[src/rtl/mapper_flash_banked_if.sv]
// Slot-side bus of the banked flash mapper: CPU strobes in, storage
// requests and the CPU read-back byte out.
//
// Handshake semantics: cpu_wr / cpu_rd are single-cycle strobes that are
// qualified by cs and accepted in the cycle they are high (no ready, the
// mapper never stalls). prog_we is a single-cycle valid pulse with no ready.
// erase_req is a level request that stays high until the storage returns a
// single-cycle erase_done, and falls the cycle after that pulse.
interface mapper_flash_banked_if #(
    parameter int ADDR_W = 27
);
    logic              cs;
    logic [15:0]       cpu_addr;
    logic [7:0]        cpu_data;
    logic              cpu_wr;
    logic              cpu_rd;
    logic              ram_cs;
    logic [ADDR_W-1:0] addr;
    logic [7:0]        data;
    logic              data_oe;
    logic              prog_we;
    logic [7:0]        prog_data;
    logic              erase_req;
    logic              erase_chip;
    logic              erase_done;
    logic [3:0]        state_dbg;

    modport slave (
        input  cs, cpu_addr, cpu_data, cpu_wr, cpu_rd, erase_done,
        output ram_cs, addr, data, data_oe, prog_we, prog_data,
               erase_req, erase_chip, state_dbg
    );

    modport master (
        output cs, cpu_addr, cpu_data, cpu_wr, cpu_rd, erase_done,
        input  ram_cs, addr, data, data_oe, prog_we, prog_data,
               erase_req, erase_chip, state_dbg
    );
endinterface

[src/rtl/mapper_flash_banked.sv]
// Bank-switching cartridge mapper with AMD/JEDEC flash command emulation.
// NUM_WIN 8 KB windows from 0x4000 map onto banks; the command FSM decodes
// unlock/program/erase/autoselect and returns status or ID bytes.
module mapper_flash_banked #(
    parameter int          NUM_WIN     = 4,
    parameter int          BANK_BITS   = 8,
    parameter int          ADDR_W      = 27,
    parameter int          PROG_CYCLES = 16,
    parameter logic [7:0]  MANUF_ID    = 8'h01,
    parameter logic [7:0]  DEVICE_ID   = 8'hA4
) (
    input  logic clk,
    input  logic reset_n,
    mapper_flash_banked_if.slave bus
);
    localparam logic [3:0] S_IDLE  = 4'd0;
    localparam logic [3:0] S_U1    = 4'd1;
    localparam logic [3:0] S_U2    = 4'd2;
    localparam logic [3:0] S_PROG  = 4'd3;
    localparam logic [3:0] S_AUTO  = 4'd4;
    localparam logic [3:0] S_E0    = 4'd5;
    localparam logic [3:0] S_E1    = 4'd6;
    localparam logic [3:0] S_E2    = 4'd7;
    localparam logic [3:0] S_BUSY  = 4'd8;
    localparam logic [3:0] S_ERASE = 4'd9;

    localparam int              CNT_W    = $clog2(PROG_CYCLES + 1);
    localparam logic [CNT_W-1:0] CNT_LOAD = CNT_W'(PROG_CYCLES);
    localparam logic [CNT_W-1:0] CNT_ONE  = CNT_W'(1);

    logic [3:0]           state_q, state_d;
    logic [CNT_W-1:0]     cnt_q, cnt_d;
    logic [BANK_BITS-1:0] bank_q [NUM_WIN];
    logic                 prog_we_q, prog_we_d;
    logic [7:0]           prog_data_q, prog_data_d;
    logic [ADDR_W-1:0]    prog_addr_q, prog_addr_d;
    logic                 erase_chip_q, erase_chip_d;
    logic [BANK_BITS-1:0] erase_bank_q, erase_bank_d;
    logic                 toggle_q, toggle_d;
    logic                 bank_wr;

    logic [2:0]           win_raw;
    logic [1:0]           win;
    logic                 hit;
    logic [12:0]          off;
    logic [11:0]          a12;
    logic                 wr, rd;
    logic [BANK_BITS-1:0] sel_bank;
    logic [ADDR_W-1:0]    map_addr;
    logic                 status, id_rd;

    // Window decode and the mapped storage address for the current CPU cycle
    always_comb begin
        win_raw  = bus.cpu_addr[15:13] - 3'd2;
        win      = win_raw[1:0];
        hit      = bus.cs && (bus.cpu_addr[15:14] != 2'b00) && (win_raw < 3'(NUM_WIN));
        off      = bus.cpu_addr[12:0];
        a12      = off[11:0];
        wr       = hit && bus.cpu_wr;
        rd       = hit && bus.cpu_rd;
        sel_bank = bank_q[0];
        for (int i = 0; i < NUM_WIN; i++) begin
            if (win == 2'(i)) sel_bank = bank_q[i];
        end
        map_addr = ADDR_W'({sel_bank, off});
    end

    // Command FSM, busy counter and latched program/erase parameters
    always_comb begin
        state_d      = state_q;
        cnt_d        = cnt_q;
        prog_we_d    = 1'b0;
        prog_data_d  = prog_data_q;
        prog_addr_d  = prog_addr_q;
        erase_chip_d = erase_chip_q;
        erase_bank_d = erase_bank_q;
        bank_wr      = 1'b0;
        toggle_d     = toggle_q ^ (status && rd);
        if (state_q == S_BUSY) begin
            if (cnt_q <= CNT_ONE) begin
                state_d = S_IDLE;
                cnt_d   = '0;
            end else begin
                cnt_d = cnt_q - CNT_ONE;
            end
        end else if (state_q == S_ERASE) begin
            // erase_done takes priority; any concurrent write is dropped
            if (bus.erase_done) begin
                state_d      = S_IDLE;
                erase_chip_d = 1'b0;
            end
        end else if (wr) begin
            if (state_q == S_IDLE && off[12:11] == 2'b10) begin
                bank_wr = 1'b1;
            end else if (bus.cpu_data == 8'hF0) begin
                state_d = S_IDLE;
            end else begin
                case (state_q)
                    S_IDLE: if (bus.cpu_data == 8'hAA && a12 == 12'hAAA) state_d = S_U1;
                    S_U1:   state_d = (bus.cpu_data == 8'h55 && a12 == 12'h555) ? S_U2 : S_IDLE;
                    S_U2: begin
                        state_d = S_IDLE;
                        if (a12 == 12'hAAA) begin
                            if (bus.cpu_data == 8'hA0) state_d = S_PROG;
                            else if (bus.cpu_data == 8'h90) state_d = S_AUTO;
                            else if (bus.cpu_data == 8'h80) state_d = S_E0;
                        end
                    end
                    S_E0:   state_d = (bus.cpu_data == 8'hAA && a12 == 12'hAAA) ? S_E1 : S_IDLE;
                    S_E1:   state_d = (bus.cpu_data == 8'h55 && a12 == 12'h555) ? S_E2 : S_IDLE;
                    S_E2: begin
                        state_d = S_IDLE;
                        if (bus.cpu_data == 8'h30) begin
                            state_d      = S_ERASE;
                            erase_chip_d = 1'b0;
                            erase_bank_d = sel_bank;
                        end else if (bus.cpu_data == 8'h10 && a12 == 12'hAAA) begin
                            state_d      = S_ERASE;
                            erase_chip_d = 1'b1;
                            erase_bank_d = sel_bank;
                        end
                    end
                    S_PROG: begin
                        prog_we_d   = 1'b1;
                        prog_data_d = bus.cpu_data;
                        prog_addr_d = map_addr;
                        cnt_d       = CNT_LOAD;
                        state_d     = S_BUSY;
                    end
                    S_AUTO:  state_d = S_AUTO;
                    default: state_d = S_IDLE;
                endcase
            end
        end
    end

    // State, bank registers and latched request data
    always_ff @(posedge clk) begin
        if (!reset_n) begin
            state_q      <= S_IDLE;
            cnt_q        <= '0;
            prog_we_q    <= 1'b0;
            prog_data_q  <= '0;
            prog_addr_q  <= '0;
            erase_chip_q <= 1'b0;
            erase_bank_q <= '0;
            toggle_q     <= 1'b0;
            for (int i = 0; i < NUM_WIN; i++) bank_q[i] <= BANK_BITS'(i);
        end else begin
            state_q      <= state_d;
            cnt_q        <= cnt_d;
            prog_we_q    <= prog_we_d;
            prog_data_q  <= prog_data_d;
            prog_addr_q  <= prog_addr_d;
            erase_chip_q <= erase_chip_d;
            erase_bank_q <= erase_bank_d;
            toggle_q     <= toggle_d;
            for (int i = 0; i < NUM_WIN; i++) begin
                if (bank_wr && win == 2'(i)) bank_q[i] <= bus.cpu_data[BANK_BITS-1:0];
            end
        end
    end

    // CPU read-back mux and storage-side outputs; the latched program or
    // erase address overrides the live mapping while that request is active
    always_comb begin
        status        = (state_q == S_BUSY) || (state_q == S_ERASE);
        id_rd         = (state_q == S_AUTO) && rd && (off[12:1] == 12'd0);
        bus.data_oe   = status || id_rd;
        bus.ram_cs    = rd && !bus.data_oe;
        if (state_q == S_BUSY)       bus.data = {~prog_data_q[7], toggle_q, 6'b0};
        else if (state_q == S_ERASE) bus.data = {1'b0, toggle_q, 6'b0};
        else if (id_rd)              bus.data = off[0] ? DEVICE_ID : MANUF_ID;
        else                         bus.data = 8'hFF;
        if (prog_we_q)               bus.addr = prog_addr_q;
        else if (state_q == S_ERASE) bus.addr = ADDR_W'({erase_bank_q, 13'd0});
        else if (hit)                bus.addr = map_addr;
        else                         bus.addr = '1;
        bus.prog_we    = prog_we_q;
        bus.prog_data  = prog_data_q;
        bus.erase_req  = (state_q == S_ERASE);
        bus.erase_chip = erase_chip_q;
        bus.state_dbg  = state_q;
    end
endmodule

[src/flat_wrapper.sv]
// flat-port wrapper written by rule: the top's interface ports become plain ports
module mapper_flash_banked_flat 
#(
    parameter int          NUM_WIN     = 4,
    parameter int          BANK_BITS   = 8,
    parameter int          ADDR_W      = 27,
    parameter int          PROG_CYCLES = 16,
    parameter logic [7:0]  MANUF_ID    = 8'h01,
    parameter logic [7:0]  DEVICE_ID   = 8'hA4
)
  (clk, reset_n, bus_cs, bus_cpu_addr, bus_cpu_data, bus_cpu_wr, bus_cpu_rd, bus_erase_done, bus_ram_cs, bus_addr, bus_data, bus_data_oe, bus_prog_we, bus_prog_data, bus_erase_req, bus_erase_chip, bus_state_dbg);
  mapper_flash_banked_if #(.ADDR_W(ADDR_W)) bus_i ();
  input  logic clk;
  input  logic reset_n;
  input wire logic [$bits(bus_i.cs)-1:0] bus_cs;
  input wire logic [$bits(bus_i.cpu_addr)-1:0] bus_cpu_addr;
  input wire logic [$bits(bus_i.cpu_data)-1:0] bus_cpu_data;
  input wire logic [$bits(bus_i.cpu_wr)-1:0] bus_cpu_wr;
  input wire logic [$bits(bus_i.cpu_rd)-1:0] bus_cpu_rd;
  input wire logic [$bits(bus_i.erase_done)-1:0] bus_erase_done;
  output wire logic [$bits(bus_i.ram_cs)-1:0] bus_ram_cs;
  output wire logic [$bits(bus_i.addr)-1:0] bus_addr;
  output wire logic [$bits(bus_i.data)-1:0] bus_data;
  output wire logic [$bits(bus_i.data_oe)-1:0] bus_data_oe;
  output wire logic [$bits(bus_i.prog_we)-1:0] bus_prog_we;
  output wire logic [$bits(bus_i.prog_data)-1:0] bus_prog_data;
  output wire logic [$bits(bus_i.erase_req)-1:0] bus_erase_req;
  output wire logic [$bits(bus_i.erase_chip)-1:0] bus_erase_chip;
  output wire logic [$bits(bus_i.state_dbg)-1:0] bus_state_dbg;
  assign bus_i.cs = bus_cs;
  assign bus_i.cpu_addr = bus_cpu_addr;
  assign bus_i.cpu_data = bus_cpu_data;
  assign bus_i.cpu_wr = bus_cpu_wr;
  assign bus_i.cpu_rd = bus_cpu_rd;
  assign bus_i.erase_done = bus_erase_done;
  assign bus_ram_cs = bus_i.ram_cs;
  assign bus_addr = bus_i.addr;
  assign bus_data = bus_i.data;
  assign bus_data_oe = bus_i.data_oe;
  assign bus_prog_we = bus_i.prog_we;
  assign bus_prog_data = bus_i.prog_data;
  assign bus_erase_req = bus_i.erase_req;
  assign bus_erase_chip = bus_i.erase_chip;
  assign bus_state_dbg = bus_i.state_dbg;
  mapper_flash_banked #(.NUM_WIN(NUM_WIN), .BANK_BITS(BANK_BITS), .ADDR_W(ADDR_W), .PROG_CYCLES(PROG_CYCLES), .MANUF_ID(MANUF_ID), .DEVICE_ID(DEVICE_ID)) u_core (.clk(clk), .reset_n(reset_n), .bus(bus_i));
endmodule
[config.mk]
export PLATFORM = sky130hd
export DESIGN_NAME = mapper_flash_banked_flat
export DESIGN_NICKNAME = d
export VERILOG_FILES = /design/src/rtl/mapper_flash_banked_if.sv /design/src/rtl/mapper_flash_banked.sv /design/src/flat_wrapper.sv
export SDC_FILE = /design/constraint.sdc
export NUM_CORES = 1
export LEC_CHECK = 0
export ABC_AREA = 1
export BUFFER_PORTS_ARGS = -buffer_cell sky130_fd_sc_hd__buf_2
export CAP_MARGIN = 20
export CORE_UTILIZATION = 56
export DETAILED_ROUTE_END_ITERATION = 6
export GPL_ROUTABILITY_DRIVEN = 0
export PLACE_DENSITY_LB_ADDON = 0.3
export SETUP_SLACK_MARGIN = 0.05
export SLEW_MARGIN = 20
export SYNTH_ARGS = -nofsm -noshare
export SYNTH_HDL_FRONTEND = slang
export SYNTH_SLANG_ARGS = --single-unit
[constraint.sdc]
create_clock -name clk -period 3.75 [get_ports clk]
set_clock_uncertainty 0.05 [all_clocks]
set_input_delay 0.75 -clock clk [delete_from_list [all_inputs] [get_ports clk]]
set_output_delay 0.75 -clock clk [all_outputs]
set_load 0.02 [all_outputs]
==> results of run 1 <==
[final cells by class]
type,instances,share of cell area
clock buffer,14,0.0314
clock inverter,2,0.00744
inverter,63,0.0454
multi-input combinational,442,0.426
sequential,81,0.373
tap,102,0.0245
timing repair buffer,90,0.0931
[per-layer routing]
layer	track usage	part of all wire	routed length [µm]
met1	0.382	0.42	4990
met2	0.473	0.48	5650
met5	0	0	0
met3	0.0439	0.080	946
met4	0.117	0.020	232
[critical path: stages]
cell     delay (ns)
buf_2          0.25
inv_1          0.13
ha_1           0.32
nand3_2        0.10
inv_2          0.13
nand2_1        0.09
inv_1          0.09
nand4_1        0.10
nand2_1        0.18
inv_1          0.09
nand2_1        0.06
inv_1          0.03
buf_2          0.14
[synthesized netlist by cell type (3+ instances only)]
cell and number:
nor2_1 132, nand2_1 102, o21ai_0 78, inv_1 51, dfxtp_1 49, a21oi_1 43
edfxtp_1 32, nand3_1 21, nand4_1 18, inv_2 11, buf_4 9, clkbuf_1 9
o31ai_4 7, buf_2 6, nand2_2 6, nor2_2 5, ha_1 3, nand2_4 3
nand3_2 3
[worst max path at each step]
stage                           from          end  slack (ns)  cells after the start
floorplan           bus_cpu_addr[14]  bus_data[5]        0.76                     10
global placement    bus_cpu_addr[14]   bus_ram_cs        0.61                     13
detailed placement  bus_cpu_addr[14]   bus_ram_cs        0.53                     13
CTS                 bus_cpu_addr[14]   bus_ram_cs        0.51                     13
global route        bus_cpu_addr[14]   bus_ram_cs        0.27                     13
finish              bus_cpu_addr[14]   bus_ram_cs        0.49                     13
[report_power, final]
part	total [mW]	internal [mW]	switching, mW
Sequential	0.924	0.921	0.00310
Combinational	0.208	0.0608	0.147
Clock	0.668	0.351	0.317
Total	1.80	1.33	0.467
[sequential cells by signal, indices dropped and copies added (netlist names)]
| name | count |
|---|---|
| u_core.toggle_q | 1 |
| u_core.bus.state_dbg | 4 |
| u_core.bus.erase_chip | 1 |
| u_core.erase_bank_q | 8 |
| u_core.cnt_q | 5 |
| u_core.bank_q | 32 |
| u_core.prog_addr_q | 21 |
| u_core.bus.prog_we | 1 |
| u_core.bus.prog_data | 8 |
[logic make-up (layout without fill, tap and decap cells)]
family | after synthesis | count (layout)
and+or+nand+nor | 303 | 303
adders and majority gates | 3 | 3
buffers and inverters | 91 | 169
DFF | 81 | 81
AOI/OAI and AO/OA | 136 | 136
==> impl_metrics.py, run 1 <==
metrics = {
    "status": {
        "outcome": "complete, no violations",
    },
    "clocking": {
        "cts_buffers": 9,
        "clock-sinks": 81,
        "cts_resized": 0,
        "htreeDepth": 3,
        "insertion_delay_ns": 0.35,
        "clkTransAtPathRegs_ns": 0.08,
        "post_cts_buffers": 0,
        "cts_hold_buffers": 0,
        "root_buffer": "clkbuf_8",
        "clockBufferDepth": 2,
        "cts_tree": "done",
    },
    "timing": {
        "final_critical_path_setup_slack_ns": 0.487,
        "relSlewSlack": 0.452,
        "final.period_utilization": 0.870,
        "final_hold_viol_count": 0,
        "max_freq_ghz": 0.307,
        "finalWorstPathRequiredPeriod_ns": 3.26,
        "fin_setup_tns_ns": 0,
        "worst_slew_pin_slew_ns": 0.818,
        "report.final.slew_viol_count": 0,
        "setup_viol": 0,
        "rsz0062_at_grt": "false",
        "holdWs_ns": 0.419,
    },
    "layout": {
        "final_util": 0.668,
        "nNetsFinal": 720,
        "drive_gt1_frac": 0.210,
        "antenna_cells": 0,
        "final_common_cell": "nor2_1",
        "final_cell_mix": "nor2_1 (132), nand2_1 (102), buf_2 (81)",
        "nFillCells": 680,
        "final_cells": 794,
        "areaGrowthSynthToFinish_pct": 14.3,
        "ff_latch_area_um2": 1940,
        "final_cell_area_um2": 5210,
        "multi_input_area_um2": 2220,
    },
    "yosys": {
        "netlist_area_um2": 4560,
        "synthAdderAreaFrac": 0.00823,
        "synth_top_area_frac": 0.215,
        "synth.distinct_cells": 38,
        "synthXorXnorAreaFrac": 0,
        "ys_ff_latch": 81,
        "synth-compound-area-share": 0.177,
        "synth_top_area_cell": "dfxtp_1",
        "synth-main-ff-cell": "dfxtp_1",
        "synth_top_family_by_area": "simple AND/OR/NAND/NOR gates",
        "synthTopCellsByArea": "dfxtp_1 (22%), edfxtp_1 (21%), nor2_1 (11%)",
        "synthMuxAreaShare": 0,
        "ys_warn_count": 0,
        "async_flop_share": 0,
        "synth_fp_nets": 647,
        "yosysSeqAreaShare": 0.426,
        "postSynthCellCount": 614,
        "avgSynthCellArea_um2": 7.43,
        "yosys.area_share.simple": 0.302,
        "synth_edf_count": 32,
    },
    "placed_design": {
        "dpl_cell_area_um2": 5010,
        "hpwl_mm": 8.68,
        "pre_cts_ws_ns": 0.527,
        "port_buffers": 81,
        "placed_cells": 778,
    },
    "worst_setup_path": {
        "r2r_cells": 8,
        "rr_startpoint": "u_core.bus.state_dbg[2]",
        "r2r_end": "u_core.prog_addr_q[4]",
        "cp_max_fo": 13,
        "required_ns": 2.95,
        "start_kind": "input pin",
        "cp_data_arrival_time_ns": 2.46,
        "endpoint_kind": "output pin",
        "regToRegSetupSlack_ns": 1.83,
        "crit_type": "input pin to output pin",
    },
    "power_and_ir_drop": {
        "ir_drop_v": 0.000207,
        "leakage_nw": 2.22,
        "total_power_mw": 1.80,
        "powerDensity_nw_per_um2": 345,
    },
    "grt": {
        "grt_pass1_vias": 4078,
        "antenna_found_initial": 0,
        "grt_util_all_layers": 0.289,
        "grt_pass1_wl_mm": 19.3,
        "grt-ovfl-total": 0,
        "grt_max_degree": 39,
    },
    "detailed_routing": {
        "postRouteAntennaNets": 0,
        "drt-total-wl_mm": 11.8,
        "vias": 4511,
        "drc": 0,
        "drt-wirelength-per-cell_um": 14.9,
        "detail_route.iter0.violations": 292,
        "vias_per_cell": 5.68,
        "drtPass1Iterations": 6,
    },
    "floorplanning": {
        "die_height_um": 92.2,
        "io-pin-count": 82,
        "start_util": 0.584,
        "rows": 32,
        "chipWidth_um": 92.2,
        "design.die.area_um2": 8510,
        "core_um2": 7810,
    },
    "min_path": {
        "min_path_cells": 2,
        "hold_path_end": "u_core.cnt_q[4]",
        "min_path_type": "register to register",
        "worstHoldStart": "u_core.cnt_q[4]",
    },
    "flow_run": {
        "maxCapViolCount": 0,
    },
}
(Power assumes the default switching activity.)
==> run 2: changes to the inputs <==
- CORE_MARGIN: default -> 2
- CORE_UTILIZATION: 56 -> 55
==> impl_metrics.py, run 2 (same netlist as run 1, synthesis figures left out) <==
metrics = {
    "timing": {
        "final_hold_viol_count": 0,
        "finalWorstPathRequiredPeriod_ns": 3.24,
        "max_freq_ghz": 0.308,
        "rsz0062_at_grt": "false",
        "report.final.slew_viol_count": 0,
        "relSlewSlack": 0.429,
        "fin_setup_tns_ns": 0,
        "worst_slew_pin_slew_ns": 0.851,
        "final.period_utilization": 0.865,
        "setup_viol": 0,
    },
    "grt": {
        "grt_util_all_layers": 0.270,
        "antenna_found_initial": 0,
        "grt_max_degree": 39,
        "grt_pass1_vias": 3957,
        "grt_pass1_wl_mm": 19.0,
        "grt-ovfl-total": 0,
    },
    "worst_setup_path": {
        "required_ns": 2.95,
        "start_kind": "input pin",
        "cp_max_fo": 13,
        "critPathTopFamily": "buffers and inverters",
        "r2r_cells": 8,
        "crit_top_cell": "inv_1",
        "crit_type": "input pin to output pin",
        "cp_data_arrival_time_ns": 2.44,
        "crit_chain": "buf_2, inv_1, ha_1, nand3_2, inv_2, nand2_1, inv_1, nand4_1, nand2_1, inv_1, nand2_1, inv_1, buf_2",
        "slowest_delay_ns": 0.32,
        "crit_cells": 13,
        "endpoint_kind": "output pin",
        "path_buf_inv": 7,
        "slowest_stage": "ha_1",
    },
    "clocking": {
        "htreeDepth": 3,
        "clkTransAtPathRegs_ns": 0.08,
        "post_cts_buffers": 0,
        "clock-sinks": 81,
        "root_buffer": "clkbuf_8",
        "clockBufferDepth": 2,
        "insertion_delay_ns": 0.37,
        "cts_hold_buffers": 0,
        "cts_resized": 0,
        "cts_buffers": 9,
        "cts_tree": "done",
    },
    "floorplanning": {
        "die_height_um": 95.1,
        "io-pin-count": 82,
        "design.die.area_um2": 9040,
        "start_util": 0.561,
        "rows": 33,
        "core_um2": 8130,
        "chipWidth_um": 95.1,
    },
    "detailed_routing": {
        "drc": 0,
        "drt-wirelength-per-cell_um": 14.9,
        "vias": 4410,
        "drt-total-wl_mm": 11.9,
        "postRouteAntennaNets": 0,
        "drtPass1Iterations": 7,
        "vias_per_cell": 5.53,
        "detail_route.iter0.violations": 287,
    },
    "layout": {
        "areaGrowthSynthToFinish_pct": 14.7,
        "final_cell_mix": "nor2_1 (132), nand2_1 (102), buf_2 (81)",
        "largest_reg_flops": 32,
        "antenna_cells": 0,
        "multi_input_area_um2": 2220,
        "nFillCells": 724,
        "drive_gt1_frac": 0.214,
        "final_common_cell": "nor2_1",
        "nNetsFinal": 720,
        "final_cells": 797,
        "largest_register": "u_core.bank_q",
        "reg_top3": "u_core.bank_q x32, u_core.prog_addr_q x21",
        "ff_latch_area_um2": 1940,
    },
    "placed_design": {
        "placed_cells": 781,
        "hpwl_mm": 8.76,
        "port_buffers": 81,
    },
    "power_and_ir_drop": {
        "leakage_nw": 2.23,
        "powerDensity_nw_per_um2": 354,
        "ir_drop_v": 0.000267,
    },
    "min_path": {
        "min_path_cells": 2,
        "min_path_type": "register to register",
    },
    "status": {
        "outcome": "complete, no violations",
    },
    "flow_run": {
        "maxCapViolCount": 0,
    },
}
## run 2: cell count changes in the layout (fill, tap and decap cells not counted), sizes merged
cell	delta
bufinv	+1
clkbuf	-4
clkinv	+2
inv	+1
## run 2: per-stage QoR
stage                util  setup slack (ns)  hold slack, ns  cell area (µm²)  total power, mW
floorplan               -             0.759           0.389             4560             1.08
global placement    0.616             0.605           0.403             5010             1.15
detailed placement  0.616             0.528           0.412             5010             1.15
CTS                 0.643             0.514           0.430             5230             1.85
global route        0.643             0.310           0.458             5230             1.91
finish              0.643             0.505           0.426             5230             1.85
## run 2: metal layers
layer | track usage | share of wire | up-vias
met5 | 0 | 0 | -
met1 | 0.377 | 0.43 | 2016
met2 | 0.425 | 0.48 | 203
li1 | - | - | 2168
met4 | 0.0845 | 0.015 | 0
met3 | 0.0498 | 0.077 | 23
## run 2: where the power goes
| group | leakage (nW) | total, mW | switching, mW | internal (mW) |
|---|---|---|---|---|
| combinational | 1.39 | 0.209 | 0.148 | 0.0607 |
| sequential | 0.729 | 0.924 | 0.00327 | 0.921 |
| clock | 0.111 | 0.716 | 0.338 | 0.379 |
| total | 2.23 | 1.85 | 0.489 | 1.36 |
## run 2: final cells by class
type                    count  share of cell area
multi-input cells         442               0.424
flip-flops and latches     81               0.371
repair buffers             90              0.0928
inverters                  63              0.0452
well taps                 105              0.0251
clock buffers              10              0.0244
clock inverters             6              0.0175
## run 2: worst register-to-register path: cells and delay by family, from the launching register on
kind                   cells  cell delay [ns]
AOI/OAI and AO/OA          2             0.31
buffers and inverters      2             0.52
DFF                        1             0.38
and+or+nand+nor            4             0.64
## run 2: path summary, 6_finish.rpt
check | startpoint | end | slack (ns)
hold reg to reg | u_core.cnt_q[4] | u_core.cnt_q[4] | 0.43
setup / recovery | bus_cpu_addr[14] | bus_ram_cs | 0.51
setup reg to reg | u_core.bus.state_dbg[3] | u_core.prog_addr_q[13] | 1.80
hold / removal | u_core.cnt_q[4] | u_core.cnt_q[4] | 0.43
==> run 3: changes to the inputs <==
- RECOVER_POWER: default -> 100
==> impl_metrics.py, run 3 (same netlist as run 1, synthesis figures left out) <==
metrics = {
    "status": {
        "outcome": "complete, no violations",
    },
    "timing": {
        "fin_setup_tns_ns": 0,
        "finalWorstPathRequiredPeriod_ns": 3.36,
        "report.final.slew_viol_count": 0,
        "final.period_utilization": 0.896,
        "max_freq_ghz": 0.298,
        "final_critical_path_setup_slack_ns": 0.390,
        "final_hold_viol_count": 0,
        "relSlewSlack": 0.279,
        "rsz0062_at_grt": "false",
        "worst_slew_pin_slew_ns": 1.08,
        "setup_viol": 0,
    },
    "layout": {
        "nNetsFinal": 720,
        "areaGrowthSynthToFinish_pct": 10.8,
        "nFillCells": 765,
        "drive_gt1_frac": 0.117,
        "largest_reg_flops": 32,
        "final_common_cell": "nor2_1",
        "multi_input_area_um2": 2110,
        "reg_top3": "u_core.bank_q x32, u_core.prog_addr_q x21",
        "largest_register": "u_core.bank_q",
        "final_cell_mix": "nor2_1 (135), nand2_1 (106), o21ai_0 (79)",
        "ff_latch_area_um2": 1940,
        "antenna_cells": 0,
        "final_cell_area_um2": 5050,
        "final_cells": 797,
    },
    "power_and_ir_drop": {
        "powerDensity_nw_per_um2": 363,
        "p_sw_uw": 480,
        "power.internal_mw": 1.35,
        "p_sw_frac": 0.262,
        "combPwrFrac": 0.106,
        "ir_drop_v": 0.000260,
        "total_power_mw": 1.83,
        "clockPowerShare": 0.389,
        "p_seq_frac": 0.504,
        "leakage_nw": 2.09,
    },
    "worst_setup_path": {
        "endpoint_kind": "output pin",
        "required_ns": 2.95,
        "cp_data_arrival_time_ns": 2.56,
        "cp_max_fo": 24,
        "start_kind": "register",
        "crit_type": "register to output pin",
    },
    "grt": {
        "grt-ovfl-total": 0,
        "grt_max_degree": 39,
        "antenna_found_initial": 0,
        "use_met1": 0.377,
        "grt-busiest-layer": "met2",
        "gr-usage-met3": 0.0498,
        "grt_util_all_layers": 0.270,
        "grt_pass1_wl_mm": 19.0,
        "grt_pass1_vias": 3957,
        "use_met2": 0.425,
    },
    "clocking": {
        "cts_hold_buffers": 0,
        "htreeDepth": 3,
        "cts_resized": 0,
        "insertion_delay_ns": 0.36,
        "cts_tree": "done",
        "root_buffer": "clkbuf_8",
        "clkTransAtPathRegs_ns": 0.08,
        "clockBufferDepth": 2,
        "post_cts_buffers": 0,
        "cts_buffers": 9,
        "clock-sinks": 81,
    },
    "floorplanning": {
        "io-pin-count": 82,
        "start_util": 0.561,
        "die_height_um": 95.1,
        "chipWidth_um": 95.1,
        "core_um2": 8130,
        "rows": 33,
        "design.die.area_um2": 9040,
    },
    "placed_design": {
        "hpwl_mm": 8.76,
        "port_buffers": 81,
        "pre_cts_ws_ns": 0.528,
        "placed_cells": 781,
        "dpl_cell_area_um2": 5010,
    },
    "min_path": {
        "min_path_type": "register to register",
    },
    "detailed_routing": {
        "vias": 4410,
        "detail_route.iter0.violations": 322,
        "drtPass1Iterations": 6,
        "postRouteAntennaNets": 0,
        "drt-total-wl_mm": 11.9,
        "drt-wirelength-per-cell_um": 14.9,
        "drc": 0,
        "vias_per_cell": 5.53,
    },
    "flow_run": {
        "maxCapViolCount": 0,
    },
}
## run 3: layout make-up
type	instances	area share
clock buffer	10	0.0253
multi-input combinational	442	0.418
inverter	63	0.0468
timing repair buffer	90	0.0820
tap	105	0.0260
sequential	81	0.384
clock inverter	6	0.0181
## run 3: final timing paths
kind                      startpoint                      to  slack (ns)  cells after the start
max               u_core.bus.prog_we            bus_addr[25]        0.39                      5
min                  u_core.cnt_q[4]         u_core.cnt_q[4]        0.43                      2
max reg2reg  u_core.bus.state_dbg[3]  u_core.prog_addr_q[13]        1.43                      8
min reg2reg          u_core.cnt_q[4]         u_core.cnt_q[4]        0.43                      2
## run 3: metal layers
metal	up-vias	share of wire	routed length (µm)
li1	2170	-	-
met1	2032	0.44	5200
met2	189	0.47	5610
met3	19	0.074	883
met4	0	0.017	205
met5	-	0	0
## run 3: power groups by stage
stage / Combinational [mW] / Sequential, mW / Clock, mW
finish: 0.195 / 0.925 / 0.714
CTS: 0.208 / 0.924 / 0.719
detailed placement: 0.206 / 0.945 / 0
global route: 0.215 / 0.925 / 0.753
global placement: 0.202 / 0.944 / 0
floorplan: 0.132 / 0.944 / 0
## run 3: through the flow
| step | hold WS [ns] | util |
|---|---|---|
| 2_1_floorplan | 0.389 | - |
| 3_3_place_gp | 0.403 | 0.616 |
| 3_5_place_dp | 0.412 | 0.616 |
| 4_1_cts | 0.430 | 0.643 |
| 5_1_grt | 0.458 | 0.621 |
| 6_report | 0.425 | 0.621 |
## run 3: worst max-delay path: stages (launching register included)
cell	delay [ns]
dfxtp_1	0.31
clkbuf_1	0.80
inv_1	0.29
nand2_1	0.43
nor2_1	0.18
buf_2	0.20
